==> config.mk <==
export PLATFORM = sky130hd
export DESIGN_NAME = alu_exec_unit
export DESIGN_NICKNAME = d
export VERILOG_FILES = /design/src/rtl/alu_pkg.sv /design/src/rtl/alu_exec_unit_serial_shifter.sv /design/src/rtl/alu_exec_unit.sv
export SDC_FILE = /design/constraint.sdc
export NUM_CORES = 1
export LEC_CHECK = 0
export ABC_AREA = 1
export CAP_MARGIN = 20
export CORE_MARGIN = 1
export CORE_UTILIZATION = 40
export CTS_CLUSTER_SIZE = 24
export DETAILED_ROUTE_END_ITERATION = 6
export REMOVE_ABC_BUFFERS = 1
export SYNTH_ARGS = -nofsm -noshare
export SYNTH_HDL_FRONTEND = slang
export SYNTH_SLANG_ARGS = --single-unit
==> constraint.sdc <==
create_clock -name clk -period 2.2 [get_ports clk]
set_input_delay 0.66 -clock clk [delete_from_list [all_inputs] [get_ports clk]]
set_output_delay 0.66 -clock clk [all_outputs]
set_load 0.005 [all_outputs]
==> src/rtl/alu_pkg.sv <==
// Shared definitions for the execute-stage ALU: ALUControl codes, FSM state type
// and the shift-op classifier. Also imported by the ALU decoder.
package alu_pkg;

    localparam logic [3:0] ALU_ADD   = 4'b0000;
    localparam logic [3:0] ALU_SUB   = 4'b0001;
    localparam logic [3:0] ALU_SLL   = 4'b0010;
    localparam logic [3:0] ALU_SLT   = 4'b0011;
    localparam logic [3:0] ALU_SLTU  = 4'b0100;
    localparam logic [3:0] ALU_XOR   = 4'b0101;
    localparam logic [3:0] ALU_SRL   = 4'b0110;
    localparam logic [3:0] ALU_SRA   = 4'b0111;
    localparam logic [3:0] ALU_OR    = 4'b1000;
    localparam logic [3:0] ALU_AND   = 4'b1001;
    localparam logic [3:0] ALU_PASSB = 4'b1011;

    typedef enum logic [1:0] {
        IDLE  = 2'b00,
        SHIFT = 2'b01,
        DONE  = 2'b10
    } alu_state_t;

    function automatic logic is_shift(input logic [3:0] code);
        return (code == ALU_SLL) || (code == ALU_SRL) || (code == ALU_SRA);
    endfunction

endpackage

==> src/rtl/alu_exec_unit_serial_shifter.sv <==
// Iterative 1-bit-per-cycle shifter used when ALU_BARREL_SHIFT_EN is undefined.
// result presents the next shifted value; done flags that the coming shift is the last.
module alu_serial_shifter
    import alu_pkg::*;
#(
    parameter int DATA_WIDTH  = 32,
    parameter int SHAMT_WIDTH = 5
) (
    input  logic                   clk,
    input  logic                   rst_n,
    input  logic                   load,
    input  logic [3:0]             op,
    input  logic [DATA_WIDTH-1:0]  data,
    input  logic [SHAMT_WIDTH-1:0] shamt,
    output logic [DATA_WIDTH-1:0]  result,
    output logic                   done
);

    localparam logic [SHAMT_WIDTH-1:0] CNT_ONE = {{(SHAMT_WIDTH-1){1'b0}}, 1'b1};
    localparam logic [SHAMT_WIDTH-1:0] CNT_ZERO = {SHAMT_WIDTH{1'b0}};

    logic [DATA_WIDTH-1:0]  work_r;
    logic [SHAMT_WIDTH-1:0] count_r;
    logic                   left_r;
    logic                   arith_r;
    logic                   sign_r;
    logic [DATA_WIDTH-1:0]  shift_next_s;
    logic                   fill_s;

    // One-bit step of the working register; sra refills with the captured sign.
    always_comb begin
        fill_s       = 1'b0;
        shift_next_s = work_r;
        if (left_r) begin
            shift_next_s = {work_r[DATA_WIDTH-2:0], 1'b0};
        end else begin
            fill_s       = arith_r ? sign_r : 1'b0;
            shift_next_s = {fill_s, work_r[DATA_WIDTH-1:1]};
        end
    end

    // Working register and remaining-count bookkeeping.
    always_ff @(posedge clk or negedge rst_n) begin
        if (!rst_n) begin
            work_r  <= {DATA_WIDTH{1'b0}};
            count_r <= CNT_ZERO;
            left_r  <= 1'b0;
            arith_r <= 1'b0;
            sign_r  <= 1'b0;
        end else if (load) begin
            work_r  <= data;
            count_r <= shamt;
            left_r  <= (op == ALU_SLL);
            arith_r <= (op == ALU_SRA);
            sign_r  <= data[DATA_WIDTH-1];
        end else if (count_r != CNT_ZERO) begin
            work_r  <= shift_next_s;
            count_r <= count_r - CNT_ONE;
        end else begin
            work_r  <= work_r;
            count_r <= count_r;
        end
    end

    assign result = shift_next_s;
    assign done   = (count_r == CNT_ONE);

endmodule

==> src/rtl/alu_exec_unit.sv <==
// Execute-stage ALU with valid/ready handshake and registered ALUResult/Zero.
// Define ALU_BARREL_SHIFT_EN for single-cycle barrel shifts; otherwise shifts are serial.
module alu_exec_unit
    import alu_pkg::*;
#(
    parameter int DATA_WIDTH     = 32,
    parameter int ALU_CTRL_WIDTH = 4,
    parameter int SHAMT_WIDTH    = 5
) (
    input  logic                      clk,
    input  logic                      rst_n,
    input  logic                      in_valid,
    output logic                      in_ready,
    input  logic [ALU_CTRL_WIDTH-1:0] ALUControl,
    input  logic [DATA_WIDTH-1:0]     SrcA,
    input  logic [DATA_WIDTH-1:0]     SrcB,
    output logic                      out_valid,
    input  logic                      out_ready,
    output logic [DATA_WIDTH-1:0]     ALUResult,
    output logic                      Zero,
    output logic                      busy
);

    alu_state_t             state_r;
    logic                   out_valid_r;
    logic [DATA_WIDTH-1:0]  result_r;
    logic                   zero_r;
    logic [DATA_WIDTH-1:0]  comb_result_s;
    logic [SHAMT_WIDTH-1:0] shamt_s;
    logic                   in_ready_s;
    logic                   accept_s;
    logic                   shift_start_s;
    logic                   shift_done_s;
    logic [DATA_WIDTH-1:0]  shift_result_s;

    assign shamt_s    = SrcB[SHAMT_WIDTH-1:0];
    assign in_ready_s = (state_r == IDLE) || ((state_r == DONE) && out_ready);
    assign accept_s   = in_valid && in_ready_s;

    // Single-cycle datapath; in the serial build a shift only lands here with shamt == 0.
    always_comb begin
        comb_result_s = SrcA + SrcB;
        case (ALUControl)
            ALU_ADD:   comb_result_s = SrcA + SrcB;
            ALU_SUB:   comb_result_s = SrcA - SrcB;
            ALU_SLT:   comb_result_s = {{(DATA_WIDTH-1){1'b0}}, ($signed(SrcA) < $signed(SrcB))};
            ALU_SLTU:  comb_result_s = {{(DATA_WIDTH-1){1'b0}}, (SrcA < SrcB)};
            ALU_XOR:   comb_result_s = SrcA ^ SrcB;
            ALU_OR:    comb_result_s = SrcA | SrcB;
            ALU_AND:   comb_result_s = SrcA & SrcB;
            ALU_PASSB: comb_result_s = SrcB;
`ifdef ALU_BARREL_SHIFT_EN
            ALU_SLL:   comb_result_s = SrcA << shamt_s;
            ALU_SRL:   comb_result_s = SrcA >> shamt_s;
            ALU_SRA:   comb_result_s = $signed(SrcA) >>> shamt_s;
`else
            ALU_SLL:   comb_result_s = SrcA;
            ALU_SRL:   comb_result_s = SrcA;
            ALU_SRA:   comb_result_s = SrcA;
`endif
            default:   comb_result_s = SrcA + SrcB;
        endcase
    end

`ifdef ALU_BARREL_SHIFT_EN
    assign shift_start_s  = 1'b0;
    assign shift_done_s   = 1'b0;
    assign shift_result_s = {DATA_WIDTH{1'b0}};
    assign busy           = 1'b0;
`else
    logic busy_r;

    assign shift_start_s = accept_s && is_shift(ALUControl) && (shamt_s != {SHAMT_WIDTH{1'b0}});

    alu_serial_shifter #(
        .DATA_WIDTH  (DATA_WIDTH),
        .SHAMT_WIDTH (SHAMT_WIDTH)
    ) u_shifter (
        .clk    (clk),
        .rst_n  (rst_n),
        .load   (shift_start_s),
        .op     (ALUControl),
        .data   (SrcA),
        .shamt  (shamt_s),
        .result (shift_result_s),
        .done   (shift_done_s)
    );

    // busy mirrors residency in SHIFT without decoding state combinationally.
    always_ff @(posedge clk or negedge rst_n) begin
        if (!rst_n) begin
            busy_r <= 1'b0;
        end else if (shift_start_s) begin
            busy_r <= 1'b1;
        end else if ((state_r == SHIFT) && shift_done_s) begin
            busy_r <= 1'b0;
        end else begin
            busy_r <= busy_r;
        end
    end

    assign busy = busy_r;
`endif

    // Control FSM and result registers; ALUResult/Zero change only on a new write.
    always_ff @(posedge clk or negedge rst_n) begin
        if (!rst_n) begin
            state_r     <= IDLE;
            out_valid_r <= 1'b0;
            result_r    <= {DATA_WIDTH{1'b0}};
            zero_r      <= 1'b1;
        end else begin
            case (state_r)
                IDLE, DONE: begin
                    if (accept_s && shift_start_s) begin
                        state_r     <= SHIFT;
                        out_valid_r <= 1'b0;
                    end else if (accept_s) begin
                        state_r     <= DONE;
                        out_valid_r <= 1'b1;
                        result_r    <= comb_result_s;
                        zero_r      <= (comb_result_s == {DATA_WIDTH{1'b0}});
                    end else if ((state_r == DONE) && out_ready) begin
                        state_r     <= IDLE;
                        out_valid_r <= 1'b0;
                    end else begin
                        state_r     <= state_r;
                        out_valid_r <= out_valid_r;
                    end
                end
                SHIFT: begin
                    if (shift_done_s) begin
                        state_r     <= DONE;
                        out_valid_r <= 1'b1;
                        result_r    <= shift_result_s;
                        zero_r      <= (shift_result_s == {DATA_WIDTH{1'b0}});
                    end else begin
                        state_r     <= SHIFT;
                        out_valid_r <= 1'b0;
                    end
                end
                default: begin
                    state_r     <= IDLE;
                    out_valid_r <= 1'b0;
                end
            endcase
        end
    end

    assign in_ready  = in_ready_s;
    assign out_valid = out_valid_r;
    assign ALUResult = result_r;
    assign Zero      = zero_r;

endmodule

Word level (Yosys, flattened, before mapping). Index checks and enable logic that the tools add are counted.

Reduce and logical (&&, ||, !) cells: 20. $add $sub $neg: 3. Multiplexer cells: 27. Order comparisons: 2. Equality and inequality tests: 17. Bitwise logic cells: 3.

Operator list (number): one-hot mux 32 bit (8 select lines) (1); 2-to-1 mux 32 bit (6); logical NOT 32 bit (2); less-than comparator 32 bit (2); one-hot mux 32 bit (2 select lines) (1); adder 32 bit (1); AND 32 bit (1); OR 32 bit (1); subtractor 32 bit (1); bitwise XOR 32 bit (1); equality test 4 x 3 -> 1 bit, second input constant (4); equality test 4 bit, second input constant (3); 2-to-1 mux 1 bit (10); 2-to-1 mux 5 bit (2); nonzero test 5 bit (2); equality test 4 x 2 -> 1 bit, second input constant (2); 2-to-1 mux 2 bit (4); logical AND 1 bit (6); inequality test 2 bit, second input constant (3); nonzero test 2 bit (3); equality test 5 x 1 -> 1 bit, second input constant (1); subtractor 5 x 1 -> 5 bit, second input constant (1); equality test 4 x 1 -> 1 bit, second input constant (1); inequality test 4 bit, second input constant (1); other kinds (9) (12).

Output and inout bits: 36. Bits of input ports: 72. Logic and storage cells: 82. Flip-flop bits (word level): 77.

Logic depth before layout (Yosys ltp). Gate-level depths: netlist (run 1).

Word-level depth: 9. Gate-level depth with buffers: 22. Mapped depth without buffers: 21.

Hierarchy. From an unflattened synthesis (run 1), not the netlist that was laid out.

Cells, all modules: 2039. Area, all modules: 11335.9 µm².

Modules (own cells, without submodules): alu_exec_unit (area each 8805.9 µm², cells each 1635, sequential area each 902.1 µm², times used 1); alu_serial_shifter (area each 2529.9 µm², cells each 404, sequential area each 1001.0 µm², times used 1).

Least setup slack after synthesis (run 1). No wires, ideal clock.

Kind: input to register. Start: input port SrcA[0]. End: register zero_r (netlist: Zero). Path slack: -0.397 ns. Cell stages on the path: 19. Required time: 2.127 ns. Setup time: 0.073 ns. Arrival: 2.524 ns. Cells stage by stage: inv_1 ha_1 inv_1 fa_1 nand2_1 nand2_1 nand3_1 nand2_1 nand2_1 nand3_1 nand2_1 nand3_1 nand3_1 nand3_1 nor2_1 nand2_1 nor2_1 nand4_1 a21oi_1.

Word-level cells in the longest chain between the ends: 6. Elaborated cells on any way between the ends: 12. Those cells by class: 2 x add/sub; 2 x order compare; 4 x mux; 3 x bitwise; 1 x reduce/logical.

Ends and longest elaborated chain: start: declaration (line alu_exec_unit.sv:15) `input logic [DATA_WIDTH-1:0] SrcA,`; adder 32 bit (tied with other cells) (line alu_exec_unit.sv:44, alu_exec_unit.sv:61); one-hot mux 32 bit (8 select lines) * (line alu_exec_unit.sv:43) `case (ALUControl)`; logical NOT 32 bit * (line alu_exec_unit.sv:122) `zero_r <= (comb_result_s == {DATA_WIDTH{1'b0}});`; 2-to-1 mux 1 bit * (line alu_exec_unit.sv:118) `end else if (accept_s) begin`; 2-to-1 mux 1 bit * (line alu_exec_unit.sv:115) `if (accept_s && shift_start_s) begin`; one-hot mux 1 bit (2 select lines) * (line alu_exec_unit.sv:113) `case (state_r)`; end signal: assignment (line alu_exec_unit.sv:122); end signal: assignment (line alu_exec_unit.sv:136) `zero_r <= (shift_result_s == {DATA_WIDTH{1'b0}});`; end: declaration (line alu_exec_unit.sv:27) `logic zero_r;`.

Every way passes the cells marked *; elsewhere a longest branch is shown, timed or not. The select of a mux whose other input is x is not followed. A chain may end at the register's enable or synchronous reset.

Worst setup path in the final report (run 1).
Start: input port SrcA[8]. End: register zero_r (netlist: Zero).

Same word-level chain as after synthesis.

==> results of run 1 <==
-- metal layers --
layer | GRT usage [%] | up-vias | part of all wire [%]
met3 | 6.41 | 233 | 9.5
met2 | 65.9 | 912 | 44
met4 | 20.4 | 0 | 5.5
li1 | - | 7531 | -
met5 | 0 | - | 0
met1 | 56.0 | 7916 | 41
-- synthesized netlist by cell type (4+ instances only) --
| library cell | number |
|---|---|
| buf_2 | 26 |
| o21bai_1 | 4 |
| dfrtp_1 | 75 |
| buf_6 | 8 |
| nor3_1 | 19 |
| nand3_1 | 153 |
| nor2_1 | 143 |
| o22ai_1 | 53 |
| inv_2 | 13 |
| nor2_2 | 16 |
| o21ai_0 | 136 |
| a21oi_1 | 84 |
| nand4_1 | 32 |
| inv_1 | 327 |
| clkbuf_8 | 5 |
| nand2_1 | 623 |
| nor4_1 | 5 |
| or2_2 | 7 |
| and2_1 | 4 |
| nand2_2 | 6 |
| buf_4 | 12 |
| mux2i_1 | 18 |
| a22o_1 | 4 |
| ha_1 | 98 |
| clkbuf_1 | 21 |
| o21ai_1 | 6 |
| a211oi_1 | 19 |
-- registers in the layout, summed over array words and instances (netlist names) --
register	cells
u_shifter.arith_r	1
u_shifter.left_r	1
u_shifter.sign_r	1
u_shifter.count_r	5
u_shifter.work_r	32
busy	1
Zero	1
state_r	2
ALUResult	32
-- what timing repair did --
action | in CTS | in global routing
setup endpoints to repair | 76 | 47
endpoints found under the hold margin | 0 | 0
pin swaps | 338 | 158
resized for setup | 1244 | 229
hold buffers | 0 | 0
gates cloned | 5 | 1
buffers inserted | 122 | 29
-- layout make-up --
| class | count | area, sq um |
|---|---|---|
| Clock buffer | 11 | 233 |
| Antenna cell | 2 | 5.00 |
| Sequential cell | 76 | 1900 |
| Timing Repair Buffer | 704 | 6460 |
| Fill cell | 1971 | 5760 |
| Multi-Input combinational cell | 1461 | 10900 |
| Clock inverter | 5 | 52.6 |
| Inverter | 340 | 1400 |
| Tap cell | 372 | 465 |
-- power groups by stage --
stage | logic, W | clock network, W | registers, W
3_5_place_dp | 0.00660 | 0 | 0.00258
5_1_grt | 0.00958 | 0.00154 | 0.00267
4_1_cts | 0.00824 | 0.00145 | 0.00258
2_1_floorplan | 0.00315 | 0 | 0.00259
6_report | 0.00897 | 0.00145 | 0.00261
3_3_place_gp | 0.00650 | 0 | 0.00257
-- metrics by stage --
stage	power [W]	instances
6_report	0.0130	2971
5_1_grt	0.0138	2969
4_1_cts	0.0123	2949
3_5_place_dp	0.00917	2822
3_3_place_gp	0.00907	2822
2_1_floorplan	0.00574	1876
-- cell families after synthesis --
family / after synthesis / share of synthesized area, %
AND/OR/NAND/NOR: 1018 / 38.1
AO/OA/AOI/OAI: 319 / 15.9
flip-flops: 76 / 17.0
buffers and inverters: 416 / 15.6
multiplexers: 20 / 1.81
XOR/XNOR: 3 / 0.235
adder cells (fa/ha/maj): 100 / 11.3
-- worst reg2reg max path: stages, from the launching register on --
cell,delay [ps]
dfrtp_1,350
buf_4,230
buf_4,230
mux2i_1,370
nand4_1,250
nor4_1,270
a41oi_1,160
a21oi_1,180
-- path summary, 6_finish.rpt --
kind | from | to | slack (ps) | cells past startpoint
max in group asynchronous | rst_n | u_shifter.work_r[21]$_DFFE_PN0P_ | 1330 | 2
min | rst_n | state_r[1]$_DFFE_PN0P_ | 300 | 1
max | SrcA[8] | Zero$_DFFE_PN1P_ | -440 | 21
min reg2reg | ALUResult[16]$_DFFE_PN0P_ | ALUResult[16]$_DFFE_PN0P_ | 480 | 2
min in group clk | ALUResult[16]$_DFFE_PN0P_ | ALUResult[16]$_DFFE_PN0P_ | 480 | 2
max reg2reg | u_shifter.left_r$_DFFE_PN0P_ | Zero$_DFFE_PN1P_ | 80 | 7
-- cells in the final DEF (no fill, tap or decap), types with 8 or more instances in the layout --
cell type        instances
o21ai_0                 85
inv_2                   95
ha_2                    19
buf_12                  20
clkdlybuf4s50_1         37
buf_2                    8
nand3_2                 70
mux2i_1                 18
nor2_1                  60
o22ai_1                 52
ha_4                    39
nand2_2                153
buf_6                  161
inv_1                  205
a211oi_1                11
nor2_2                  32
nor2_4                  68
nand4_1                 32
buf_8                   17
clkbuf_16               10
nand2_4                 72
dfrtp_1                 75
nand3_4                 28
inv_4                   33
nand2_1                401
o21ai_1                 33
a211oi_2                 8
ha_1                    40
nand3_1                 58
buf_4                  442
o21ai_2                 21
a21oi_2                 31
a21oi_1                 41
a21oi_4                 14
==> summary.md, run 1 <==
| Metric | Value |
|---|---|
| Unique masters post-synth | `47` |
| Max FO, Critical Path | `6` |
| Finished Cell Area | `21,400 sq um` |
| P_int | `0.00713 W` |
| Max frequency | `0.379 GHz` |
| Vias | `16,600` |
| Skew-Pair Late Insertion Delay | `340 ps` |
| Hold WC Path Type | `in2async` |
| Final Skew | `7.43 ps` |
| CP max stage delay | `270 ps` |
| Port Buf Inserts | `107` |
| CP delay by family, top | `simple AND/OR/NAND/NOR gates` |
| Routed wire length | `61,500 um` |
| Die width | `169 um` |
| Max rail drop VDD | `0.464 mV` |
| Area Overhead vs Synth | `91.3%` |
| CTS sink cnt | `76` |
| Pwr/cell area | `609 nW/um^2` |
| Crit path DAT | `2920 ps` |
| Setup violators final | `29` |
| Ys async rst share | `100%` |
| Final Cycle Share | `120%` |
| Area share of the largest cell type after synthesis | `20.9%` |
| PnR worst setup slack | `-441 ps` |
| DRT iter0 DRCs | `1,736` |
| Max Slew Vio Count | `0` |
| Area leader, netlist | `nand2_1` |
| Drt wl/cell | `20.7 um` |
| Mapped Area | `11,200 sq um` |
| Largest net degree at the start of global routing | `48` |
| Setup crit start kind | `input port` |
| Site row count | `60` |
| Power share of the clock group | `11.1%` |
| Fin nets | `2,764` |
| Hpwl dp | `45,000 um` |
| First-pass GRT wire length | `91,200 um` |
| Status | `finished, violations left` |
| Switch share | `45.3%` |
| DRT Pass-1 Iters | `6` |
| Sw Pwr | `0.00591 W` |
| Final GP Congestion | `1.03` |
| Final setup TNS | `-5540 ps` |
| Initial antenna violation count | `2` |
| Rel. slew slack | `51.1%` |
| RSZ-0062 raised after global routing | `true` |
| Root buffer cell | `clkbuf_16` |
| Total CTS buffers | `9` |
| Worst Path Buf+Inv | `6` |
| Share of cells above drive strength 1 | `54.2%` |
| Post-synth EDFFs | `0` |
| Die H | `169 um` |
| Setup crit end kind | `flop` |
| Setup CP Type | `in2reg` |
| Avg Cell Area, Syn | `5.73 sq um` |
| Slew @ Worst Pin | `734 ps` |
| Mapped Cells | `1,952` |
| Gr ovfl total | `0` |
| H-tree levels | `3` |
| Vias in the first global route | `16,200` |
| Vias per cell | `5.58` |
| Place WS | `-1650 ps` |
| Fin crit period | `2640 ps` |
| Top Ports | `108` |
| Synth warn | `0` |
| CTS clk-pin slew, worst paths | `60 ps` |
| DP Area | `15,900 sq um` |
| DIE AREA | `28,700 sq um` |
| Slowest cell on the critical path | `ha_4` |
| Reg power frac | `20.1%` |
| Clock buffer depth | `2` |
| Yosys reg bits | `76` |
| Initial Util | `41.2%` |
| Dominant synthesized flop cell | `dfrtp_1` |
| Ranking of synthesized cells by area | `nand2_1 (21%), dfrtp_1 (17%), inv_1 (11%), ha_1 (11%), nand3_1 (6.8%)` |
| Cells along the critical path | `buf_6 -> inv_4 -> ha_4 -> buf_6 -> nor2_4 -> nand2_2 -> inv_2 -> nand2_1 -> nand3_2 -> buf_12 -> buf_6 -> nand2_4 -> nand2_2 -> nand2_1 -> nand3_2 -> nand3_2 -> nor2_1 -> nand2_1 -> nor2_1 -> nand4_1 -> a21oi_1` |
| Fin. Hold Viols | `0` |
| Core area | `27,200 sq um` |
| Failing checks | `setup timing` |
| TritonCTS clock tree | `built` |
| All-Layer GR Usage | `41.9%` |
| Final Util | `78.8%` |
| Max-cap viol count | `0` |
| Register area share after synthesis | `17.0%` |
| Static Leak | `10.7 nW` |
| CP required | `2470 ps` |
| DRC Markers | `0` |
| Combinational power share | `68.8%` |
| Hold WS | `297 ps` |
| Final ANT Viol Nets | `0` |
Note: power is estimated with default switching activity, not from simulation.
==> run 2: changes to the inputs <==
GPL_TIMING_DRIVEN = 1   (was default)
==> results of run 2 <==
Same layout as run 1: the final DEF is identical, and so are final timing and power.
==> run 3: changes to the inputs <==
RECOVER_POWER = 100   (was default)
SLEW_MARGIN = 10   (was default)
==> summary.md, run 3 (synthesis gave the netlist of run 1 again) <==
| Metric | Value |
|---|---|
| Setup crit start kind | `input port` |
| Most frequent cells in the layout | `buf_4 (437), nand2_1 (401), inv_1 (205), buf_6 (160), nand2_2 (153)` |
| Max frequency | `0.378 GHz` |
| DIE AREA | `28,700 sq um` |
| Sw Pwr | `0.00590 W` |
| Hold WC Path Type | `reg2reg` |
| Gr ovfl total | `0` |
| Reg power frac | `20.1%` |
| P_int | `0.00701 W` |
| Clock buffer depth | `2` |
| Slew @ Worst Pin | `1050 ps` |
| Commonest non-fill, non-tap cell in the layout | `buf_4` |
| DRT iter0 DRCs | `1,625` |
| Max rail drop VDD | `0.464 mV` |
| Largest net degree at the start of global routing | `48` |
| TritonCTS clock tree | `built` |
| Slowest cell on the critical path | `fa_2` |
| Status | `finished, violations left` |
| Vias per cell | `5.56` |
| Final Util | `78.6%` |
| CP max stage delay | `400 ps` |
| Crit path DAT | `2920 ps` |
| Root buffer cell | `clkbuf_16` |
| Share of cells above drive strength 1 | `53.9%` |
| Site row count | `60` |
| Launch point of the worst reg-to-reg path | `u_shifter.left_r$_DFFE_PN0P_` |
| Register-to-Register Path Depth | `7` |
| Worst Path Buf+Inv | `1` |
| Setup crit end kind | `flop` |
| Final Skew | `7.48 ps` |
| Drt wl/cell | `20.7 um` |
| Final ANT Viol Nets | `0` |
| Max-cap viol count | `0` |
| Register Area | `1900 sq um` |
| Final GP Congestion | `1.03` |
| CP delay by family, top | `simple AND/OR/NAND/NOR gates` |
| Total CTS buffers | `9` |
| R2R Setup Slk | `80 ps` |
| Fill cell count | `1,983` |
| Vias in the first global route | `16,200` |
| Port Buf Inserts | `107` |
| Initial Util | `41.2%` |
| CTS sink cnt | `76` |
| Rel. slew slack | `30.2%` |
| Stages on the worst setup path | `18` |
| Power share of the clock group | `11.3%` |
| Pwr/cell area | `604 nW/um^2` |
| Area taken by multi-input logic gates | `10,900 sq um` |
| CP required | `2480 ps` |
| Failing checks | `setup timing` |
| Routed wire length | `61,500 um` |
| DRT Pass-1 Iters | `7` |
| Cells along the critical path | `buf_8 -> ha_4 -> fa_2 -> nand2_2 -> nand3_2 -> nand3_2 -> nand2_4 -> nand2_2 -> nand2_4 -> nor2_4 -> nor2_2 -> nor2_4 -> nand2_2 -> nor2_4 -> nand3_2 -> nor2_2 -> nand4_1 -> a21oi_1` |
| Switch share | `45.7%` |
| Die width | `169 um` |
| Top Ports | `108` |
| Core area | `27,200 sq um` |
| Final Cycle Share | `120%` |
| RR Endpoint | `Zero$_DFFE_PN1P_` |
| Setup CP Type | `in2reg` |
| Max FO, Critical Path | `4` |
| Vias | `16,500` |
| DRC Markers | `0` |
| Die H | `169 um` |
| Fin crit period | `2650 ps` |
| PnR worst setup slack | `-447 ps` |
| Combinational power share | `68.6%` |
| CP startpoint | `SrcA[0]` |
| CTS clk-pin slew, worst paths | `60 ps` |
| Area Overhead vs Synth | `90.9%` |
| H-tree levels | `3` |
| All-Layer GR Usage | `41.9%` |
| RSZ-0062 raised after global routing | `true` |
| Static Leak | `10.7 nW` |
| Max Slew Vio Count | `0` |
| Hpwl dp | `45,000 um` |
| Setup violators final | `58` |
| Place WS | `-1650 ps` |
| CP Capture Point | `Zero$_DFFE_PN1P_` |
| Tot Pwr | `0.0129 W` |
| Initial antenna violation count | `2` |
| Fin nets | `2,764` |
| Fin. Hold Viols | `0` |
| First-pass GRT wire length | `91,200 um` |
| Skew-Pair Late Insertion Delay | `350 ps` |
==> run 3: worst min path at each step <==
| stage | start | end | cells after the start |
|---|---|---|---|
| after detailed placement | ALUResult[17]$_DFFE_PN0P_ | ALUResult[17]$_DFFE_PN0P_ | 2 |
| after global placement | ALUResult[14]$_DFFE_PN0P_ | ALUResult[14]$_DFFE_PN0P_ | 2 |
| after floorplan | rst_n | ALUResult[0]$_DFFE_PN0P_ | 0 |
| after CTS | rst_n | u_shifter.count_r[3]$_DFFE_PN0P_ | 1 |
| after global routing | ALUResult[14]$_DFFE_PN0P_ | ALUResult[14]$_DFFE_PN0P_ | 2 |
| final | ALUResult[17]$_DFFE_PN0P_ | ALUResult[17]$_DFFE_PN0P_ | 2 |
==> run 3: power by group through the flow <==
stage	clock network, W	registers, W	logic (W)
after floorplan	0	0.00259	0.00315
after global placement	0	0.00257	0.00650
after detailed placement	0	0.00258	0.00660
after CTS	0.00145	0.00258	0.00824
after global routing	0.00154	0.00265	0.00945
final	0.00145	0.00259	0.00886
==> run 3: area by class of cell <==
| type | count | area share (%) |
|---|---|---|
| clock inverter | 5 | 0.246 |
| sequential | 76 | 8.91 |
| inverter | 340 | 6.52 |
| timing repair buffer | 704 | 30.0 |
| tap | 372 | 2.18 |
| antenna | 2 | 0.0234 |
| clock buffer | 11 | 1.09 |
| multi-input combinational | 1461 | 51.0 |
==> run 3: metrics by stage <==
stage,hold WS (ps),TNS [ps],std cells,instance area (sq um)
after global routing,487,-14030,2969,21400
after CTS,322,-4150,2949,20500
final,473,-9020,2971,21400
after detailed placement,466,-75310,2822,15900
after global placement,461,-74050,2822,15900
after floorplan,364,-173980,1876,10700
==> run 3: layer usage <==
layer,share of wire (%),GRT usage [%],vias to the layer above
met2,44,65.9,905
met3,8.7,6.41,218
met1,42,56.0,7885
met5,0,0,-
met4,5.2,20.4,0
li1,-,-,7524
==> run 3: worst reg2reg max path, cell delays in order (launching register included) <==
cell and delay (ps):
dfrtp_1 350, buf_4 230, buf_4 240, mux2i_1 370, nand4_1 250, nor4_1 270, a41oi_1 170, a21oi_1 180
==> run 3: what timing repair did <==
action,in CTS,in global routing
pin swaps,338,158
gates cloned,5,1
buffers inserted,122,29
hold buffers,0,0
resized for setup,1244,229
endpoints found under the setup margin,76,47
